File: src/rtl/mem_rr_arbiter.sv
// mem_rr_arbiter: round-robin arbiter sharing one single-port memory between requesters A and B.
// Define MEM_ARB_TIMEOUT_EN to add a BUSY watchdog that completes stalled transactions and raises err_o.
module mem_rr_arbiter #(
  parameter int WIDTH      = 8,
  parameter int ADDR_WIDTH = 8,
  parameter int TIMEOUT    = 16
) (
  input  logic                  clk_i,
  input  logic                  rst_i,
  input  logic                  a_valid_i,
  input  logic                  a_wr_rd_en_i,
  input  logic [ADDR_WIDTH-1:0] a_addr_i,
  input  logic [WIDTH-1:0]      a_wdata_i,
  output logic                  a_ready_o,
  output logic [WIDTH-1:0]      a_rdata_o,
  input  logic                  b_valid_i,
  input  logic                  b_wr_rd_en_i,
  input  logic [ADDR_WIDTH-1:0] b_addr_i,
  input  logic [WIDTH-1:0]      b_wdata_i,
  output logic                  b_ready_o,
  output logic [WIDTH-1:0]      b_rdata_o,
  output logic                  mem_valid_o,
  output logic                  mem_wr_rd_en_o,
  output logic [ADDR_WIDTH-1:0] mem_addr_o,
  output logic [WIDTH-1:0]      mem_wdata_o,
  input  logic                  mem_ready_i,
  input  logic [WIDTH-1:0]      mem_rdata_i,
  output logic [1:0]            grant_o
`ifdef MEM_ARB_TIMEOUT_EN
  ,
  output logic                  err_o
`endif
);
  typedef enum logic [1:0] {IDLE, BUSY, RESP} state_t;
  state_t state_q, state_d;
  logic ptr_q, pick_b, timeout, done;
  // ptr_q=1 favours B when both requesters are valid
  assign pick_b = b_valid_i & (~a_valid_i | ptr_q);
  assign done   = mem_ready_i | timeout;
`ifdef MEM_ARB_TIMEOUT_EN
  localparam int CW = $clog2(TIMEOUT);
  logic [CW-1:0] cnt_q;
  assign timeout = ~mem_ready_i & (cnt_q == CW'(TIMEOUT - 1));
  always_ff @(posedge clk_i or negedge rst_i)
    if (!rst_i) cnt_q <= '0;
    else cnt_q <= (state_q == BUSY) ? cnt_q + 1'b1 : '0;
`else
  logic unused_timeout;
  assign unused_timeout = TIMEOUT[0];
  assign timeout = 1'b0;
`endif
  always_comb begin
    state_d = state_q;
    case (state_q)
      IDLE:    state_d = (a_valid_i | b_valid_i) ? BUSY : IDLE;
      BUSY:    state_d = done ? RESP : BUSY;
      default: state_d = IDLE;
    endcase
  end
  always_ff @(posedge clk_i or negedge rst_i) begin
    if (!rst_i) begin
      state_q <= IDLE;
      ptr_q   <= 1'b0;
    end else begin
      state_q <= state_d;
      if (state_q == RESP) ptr_q <= grant_o[0];
    end
  end
  always_ff @(posedge clk_i or negedge rst_i) begin
    if (!rst_i) begin
      mem_valid_o    <= 1'b0;
      mem_wr_rd_en_o <= 1'b0;
      mem_addr_o     <= '0;
      mem_wdata_o    <= '0;
      grant_o        <= 2'b00;
      a_ready_o      <= 1'b0;
      b_ready_o      <= 1'b0;
      a_rdata_o      <= '0;
      b_rdata_o      <= '0;
`ifdef MEM_ARB_TIMEOUT_EN
      err_o          <= 1'b0;
`endif
    end else begin
      case (state_q)
        IDLE: if (a_valid_i | b_valid_i) begin
          mem_valid_o    <= 1'b1;
          mem_wr_rd_en_o <= pick_b ? b_wr_rd_en_i : a_wr_rd_en_i;
          mem_addr_o     <= pick_b ? b_addr_i : a_addr_i;
          mem_wdata_o    <= pick_b ? b_wdata_i : a_wdata_i;
          grant_o        <= {pick_b, ~pick_b};
        end
        BUSY: if (done) begin
          mem_valid_o <= 1'b0;
          a_ready_o   <= grant_o[0];
          b_ready_o   <= grant_o[1];
          // writes keep the old rdata; a timed-out transaction returns zero
          if (grant_o[0] & (timeout | ~mem_wr_rd_en_o)) a_rdata_o <= timeout ? '0 : mem_rdata_i;
          if (grant_o[1] & (timeout | ~mem_wr_rd_en_o)) b_rdata_o <= timeout ? '0 : mem_rdata_i;
`ifdef MEM_ARB_TIMEOUT_EN
          err_o       <= timeout;
`endif
        end
        default: begin
          a_ready_o <= 1'b0;
          b_ready_o <= 1'b0;
          grant_o   <= 2'b00;
`ifdef MEM_ARB_TIMEOUT_EN
          err_o     <= 1'b0;
`endif
        end
      endcase
    end
  end
endmodule

File: config.mk
export PLATFORM = sky130hd
export DESIGN_NAME = mem_rr_arbiter
export DESIGN_NICKNAME = d
export VERILOG_FILES = /design/src/rtl/mem_rr_arbiter.sv
export SDC_FILE = /design/constraint.sdc
export NUM_CORES = 1
export LEC_CHECK = 0
export ABC_AREA = 1
export BUFFER_PORTS_ARGS = -buffer_cell sky130_fd_sc_hd__buf_2
export CAP_MARGIN = 20
export CORE_ASPECT_RATIO = 0.6
export CORE_UTILIZATION = 45
export CTS_CLUSTER_SIZE = 10
export DETAILED_ROUTE_END_ITERATION = 10
export PLACE_DENSITY_LB_ADDON = 0.2
export SETUP_SLACK_MARGIN = 0.02
export SLEW_MARGIN = 10
export SYNTH_ARGS = -nofsm -noshare
export SYNTH_HDL_FRONTEND = slang
export SYNTH_SLANG_ARGS = --single-unit
File: constraint.sdc
create_clock -name clk_i -period 1.7 [get_ports clk_i]
set_input_delay 0.085 -clock clk_i [delete_from_list [all_inputs] [get_ports clk_i]]
set_output_delay 0.085 -clock clk_i [all_outputs]
set_load 0.01 [all_outputs]
==> results.json, run 1 <==
{
  "start_util_pct": 48.8,
  "clkTransAtPathRegs_ns": 0.08,
  "clk_latency_ns": 0.29,
  "path_max_fanout": 21,
  "setup_violations": 0,
  "cts_resized": 0,
  "drv_cap": 0,
  "fin_crit_ns": 1.43,
  "reg2reg_slack_ns": 0.27,
  "worst_path_max_delay_cell": "dfrtp_1",
  "start_kind": "flop",
  "routed_via_density": 5.21,
  "syn_area_per_cell_sq_um": 9.10,
  "fin_ws_ns": 0.274,
  "end_kind": "flop",
  "core_area_sq_mm": 0.00379,
  "grt_pass1_vias": 1584,
  "portBuffers": 84,
  "ir_worst_vdd_v": 0.000858,
  "rsz0062_at_grt": "no",
  "slew_headroom_pct": 63.8,
  "reg2reg_from": "state_q[1]",
  "skew_ns": 0.00682,
  "hold_violations": 0,
  "critical-path-top-delay-family": "simple AND/OR/NAND/NOR gates",
  "finalSetupTns_ns": 0,
  "place_ws_ns": 0.292,
  "num_io_pins": 85,
  "ant_nets": 0,
  "startpoint": "state_q[1]",
  "hold_path.class": "primary input to flop",
  "die_x_um": 84.7,
  "drc": 0,
  "cpPeakStageDelay_ns": 0.45,
  "path_buf_inv": 1,
  "die_area_sq_mm": 0.00437,
  "cts_tree": "done",
  "wl_per_cell_um": 14.2,
  "ys_seq_area_share_pct": 55.6,
  "cts_buffers": 5,
  "gr-usage-all-layers_pct": 24.2,
  "whs_ns": 0.00954,
  "yosysMostFrequentCell": "nand2_1",
  "synth_ff_type": "dfrtp_1",
  "antenna_cells": 0,
  "hpwl_um": 3540,
  "met3_length_um": 267,
  "path_depth": 5,
  "grt_pass1_wl_um": 7870,
  "netlist_area_sq_mm": 0.00185,
  "grt_max_degree": 23,
  "wl_met2_um": 1910,
  "drtPass1Iterations": 7,
  "post-cts-setup-buffer-count": 0,
  "critical_path.cell_chain": "inv_2, nand2_2, nor2_2, nand2_1, nand2_1",
  "synth_top_area_share_pct": 55.6,
  "clock_sinks": 41,
  "ys_ff_latch": 41,
  "gp_congestion": 0.809,
  "wl_met1_um": 2620,
  "final_max_slew_viol_count": 0,
  "n_fill_cell": 330,
  "postSynthCellCount": 203,
  "tightestPinTransition_ns": 0.540,
  "top_layer": "met4",
  "fmax_ghz": 0.701,
  "ys_warn_count": 0,
  "synth_fp_nets": 250,
  "synth_top_area_cell": "dfrtp_1",
  "drt_wl_total_um": 4840,
  "rows": 17,
  "area_growth_pct": 31.8,
  "p_leak_nw": 1.28,
  "synthTopCellsByArea": "dfrtp_1, nand2_1, nand3_1",
  "cp_data_arrival_time_ns": 1.66,
  "drive_gt1_share_pct": 36.5,
  "crit_top_cell": "nand2_1",
  "via_count": 1770,
  "grt-ovfl-total": 0,
  "ctsHoldBuffers": 3,
  "cts_buffer_depth": 2,
  "crit_required_ns": 1.93,
  "async_flop_share_pct": 100,
  "synth_edf_count": 0,
  "endpoint": "b_rdata_o[1]",
  "power.density_mw_per_mm2": 1810,
  "worstSetupPathType": "flop to flop",
  "fin_crit_sh_pct": 83.9,
  "drt_iter0_drc": 84,
  "r2r_cells": 5,
  "die_h_um": 51.6,
  "outcome": "finished, final reports clean",
  "final-seq-area_sq_mm": 0.00103,
  "final_nets": 339,
  "ys_types": 19,
  "ys_top_cells_by_count": "nand2_1, dfrtp_1, nand3_1, o21ai_0, nand4_1",
  "grt_antenna_before_repair": 0,
  "r2r-end": "b_rdata_o[1]",
  "cts_root_buffer": "clkbuf_8",
  "multi_input_area_sq_um": 716,
  "htreeDepth": 2
}
[flip-flops by register name, summed over array words and instances (netlist names)]
register        cells
mem_wdata_o         8
mem_valid_o         1
a_rdata_o           8
grant_o             2
a_ready_o           1
b_ready_o           1
mem_wr_rd_en_o      1
mem_addr_o          8
b_rdata_o           8
ptr_q               1
state_q             2
[worst min-delay path: stages]
cell and delay [ns]:
buf_2 0.09, nand2_1 0.05, nand2_1 0.05
[cells in the final DEF, fill, tap and decap left out, drive strengths merged]
cell type    Yosys  routed
nor2             6       6
nand4           17      17
o21ai           25      25
dlygate4sd3      0       3
clkinvlp         0       1
clkbuf           1       6
dfrtp           41      41
inv              9       9
nand3           37      37
a21oi            1       1
nand2           57      57
a31oi            1       1
bufinv           0       1
buf              8      88
[metrics by stage]
stage | cell area (sq um) | instances | total power [W] | utilization (%)
6_report | 2430 | 340 | 0.00441 | 64.3
5_1_grt | 2430 | 340 | 0.00475 | 64.3
4_1_cts | 2430 | 340 | 0.00442 | 64.3
3_5_place_dp | 2280 | 329 | 0.00359 | 60.3
3_3_place_gp | 2280 | 329 | 0.00355 | 60.3
2_1_floorplan | 1850 | 203 | 0.00289 | -
[layout make-up]
cell class / count / share of cell area (%)
flip-flops and latches: 41 / 42.1
multi-input cells: 144 / 29.4
repair buffers: 91 / 19.7
clock buffers: 6 / 3.39
well taps: 47 / 2.42
clock inverters: 2 / 1.54
inverters: 9 / 1.39
[worst min path at each step]
stage | startpoint | endpoint | slack, ns | cells after the start
floorplan | rst_i | a_rdata_o[0] | -0.21 | 0
detailed placement | rst_i | a_rdata_o[5] | 0.08 | 1
CTS | mem_rdata_i[7] | b_rdata_o[7] | 0.001 | 3
global placement | rst_i | a_rdata_o[5] | 0.07 | 1
finish | mem_rdata_i[7] | a_rdata_o[7] | 0.01 | 3
global route | mem_rdata_i[7] | b_rdata_o[7] | 0.007 | 3
[routing by layer]
metal,track usage (%),up-vias
li1,-,876
met4,7.63,0
met5,0,-
met3,5.71,4
met1,37.2,829
met2,33.3,61
[logic make-up (layout without fill, tap and decap cells)]
family          Yosys count  after routing  share of synthesized area [%]
compound gates           27             27                           8.00
buf+inv                  18            108                           5.69
flops                    41             41                           55.6
simple gates            117            117                           30.8
[report_power, final]
part	internal [W]	total [W]	switching [W]
combinational	0.000694	0.00187	0.00117
clock	0.000477	0.000816	0.000339
sequential	0.00144	0.00172	0.000280
Power figures use the tool's default switching activity.
==> inputs of run 2 (changes only) <==
- CORE_UTILIZATION: 45 -> 42
- clock period: 1.7 -> 1.3 ns (I/O delays scaled with it)
==> run 2 against run 1 <==
  * Via count increased by 3.8%
  * Count of clock-buffer cells in the layout increased by 1
  * First-iteration DRC count decreased by 4.8%
  * Critical endpoint is now mem_valid_o
==> results.json, run 2 (synthesized netlist as in run 1, its figures left out) <==
{
  "outcome": "finished, final reports clean",
  "hpwl_um": 3490,
  "worstSetupPathType": "flop to flop",
  "clock_sinks": 41,
  "drc": 0,
  "grt_util_met1_pct": 34.8,
  "fin_crit_ns": 1.19,
  "gp_congestion": 0.821,
  "rows": 18,
  "n_fill_cell": 366,
  "use_met2_pct": 34.9,
  "via_count": 1838,
  "routed_via_density": 5.05,
  "grt_antenna_before_repair": 0,
  "skew_ns": 0.00424,
  "p_comb_share_pct": 46.8,
  "hold_path.class": "primary input to flop",
  "die_h_um": 53.4,
  "gr-usage-all-layers_pct": 23.7,
  "start_util_pct": 44.3,
  "antenna_cells": 0,
  "p_sw_w": 0.00241,
  "setup_violations": 0,
  "die_x_um": 87.6,
  "seqPwrFrac_pct": 39.0,
  "path_max_fanout": 13,
  "grt_pass1_wl_um": 8220,
  "start_kind": "flop",
  "cp_data_arrival_time_ns": 1.35,
  "cts_tree": "done",
  "power.density_mw_per_mm2": 2270,
  "cts_buffer_depth": 2,
  "top_usage_layer": "met2",
  "grt-ovfl-total": 0,
  "sw_frac_of_total_pct": 41.3,
  "fmax_ghz": 0.838,
  "drive_gt1_share_pct": 37.2,
  "final_max_slew_viol_count": 0,
  "drv_cap": 0,
  "fin_crit_sh_pct": 91.8,
  "cts_root_buffer": "clkbuf_8",
  "core_area_sq_mm": 0.00417,
  "end_kind": "flop",
  "area_growth_pct": 38.8,
  "layout_commonest_cell": "buf_2",
  "p_leak_nw": 1.33,
  "ir_worst_vdd_v": 0.00112,
  "portBuffers": 84,
  "num_io_pins": 85,
  "htreeDepth": 2,
  "clk_latency_ns": 0.29,
  "clkTransAtPathRegs_ns": 0.07,
  "clkPwrFrac_pct": 14.2,
  "wl_per_cell_um": 14.0,
  "grt_max_degree": 42,
  "p_int_w": 0.00342,
  "drt_iter0_drc": 80,
  "ant_nets": 0,
  "layout_common_cells": "buf_2, nand2_1, dfrtp_1",
  "grt_util_met3_pct": 5.93,
  "slew_headroom_pct": 64.6,
  "rsz0062_at_grt": "no",
  "final_nets": 351,
  "drt_wl_total_um": 5090,
  "cts_buffers": 5,
  "crit_required_ns": 1.46,
  "grt_pass1_vias": 1722,
  "drtPass1Iterations": 4,
  "post-cts-setup-buffer-count": 0,
  "die_area_sq_mm": 0.00468,
  "whs_ns": 0.00674,
  "tightestPinTransition_ns": 0.529,
  "finalSetupTns_ns": 0,
  "hold_violations": 0
}
-- run 2: cell types whose count changed in the layout (fill, tap and decap cells not counted), moves of 2 or more --
cell / previous run / this run
dlygate4sd3_1: 3 / 9
buf_4: 4 / 8
o21ai_0: 24 / 21
o21ai_1: 0 / 3
buf_12: 0 / 2
-- run 2: layer usage --
layer	wire length (um)	up-vias	part of all wire [%]
met5	0	-	0
met4	46	0	0.90
met3	274	6	5.4
met2	2180	63	43
met1	2600	871	51
li1	-	898	-
-- run 2: timing repair --
| item | CTS | global route |
|---|---|---|
| endpoints found under the hold margin | 52 | 0 |
| resized for setup | 0 | 7 |
| hold buffers | 9 | 0 |
| setup endpoints to repair | 0 | 18 |
-- run 2: worst paths after layout --
kind                         startpoint             end  slack [ns]  cells after the start
max                          state_q[1]     mem_valid_o        0.11                      5
min                         a_addr_i[5]   mem_addr_o[5]       0.007                      3
max reg2reg                  state_q[1]     mem_valid_o        0.11                      5
min reg2reg                a_rdata_o[4]    a_rdata_o[4]        0.49                      2
max in group asynchronous         rst_i      state_q[1]        0.54                      3
min in group asynchronous         rst_i  mem_wdata_o[2]        0.39                      3
-- run 2: critical path, cell delays in order (launching register included) --
cell and delay [ns]:
dfrtp_2 0.45, inv_2 0.10, nand2_4 0.11, buf_12 0.17, o21ai_0 0.16, nand2_1 0.07
-- run 2: final cells by class --
| class | instances | area [sq um] | area share (%) |
|---|---|---|---|
| Clock buffer | 7 | 86.3 | 3.37 |
| Inverter | 9 | 33.8 | 1.32 |
| Multi-Input combinational cell | 144 | 731 | 28.5 |
| Sequential cell | 41 | 1030 | 40.1 |
| Tap cell | 60 | 75.1 | 2.93 |
| Timing Repair Buffer | 103 | 611 | 23.8 |
-- run 2: stage by stage --
step / worst slack [ns] / utilization, % / cell area, sq um / power, W / instances
3_3_place_gp: 0.104 / 56.9 / 2370 / 0.00487 / 348
6_report: 0.106 / 61.5 / 2560 / 0.00582 / 364
2_1_floorplan: 0.142 / - / 1850 / 0.00377 / 203
5_1_grt: 0.0126 / 61.5 / 2560 / 0.00628 / 364
4_1_cts: 0.0290 / 61.1 / 2550 / 0.00578 / 364
3_5_place_dp: 0.0504 / 56.9 / 2370 / 0.00492 / 348
-- run 2: power groups by stage --
stage               logic [W]  clock network (W)  registers (W)
finish                0.00272           0.000829        0.00227
global route          0.00302           0.000911        0.00235
CTS                   0.00269           0.000838        0.00225
detailed placement    0.00267                  0        0.00225
global placement      0.00260                  0        0.00226
floorplan             0.00126                  0        0.00251
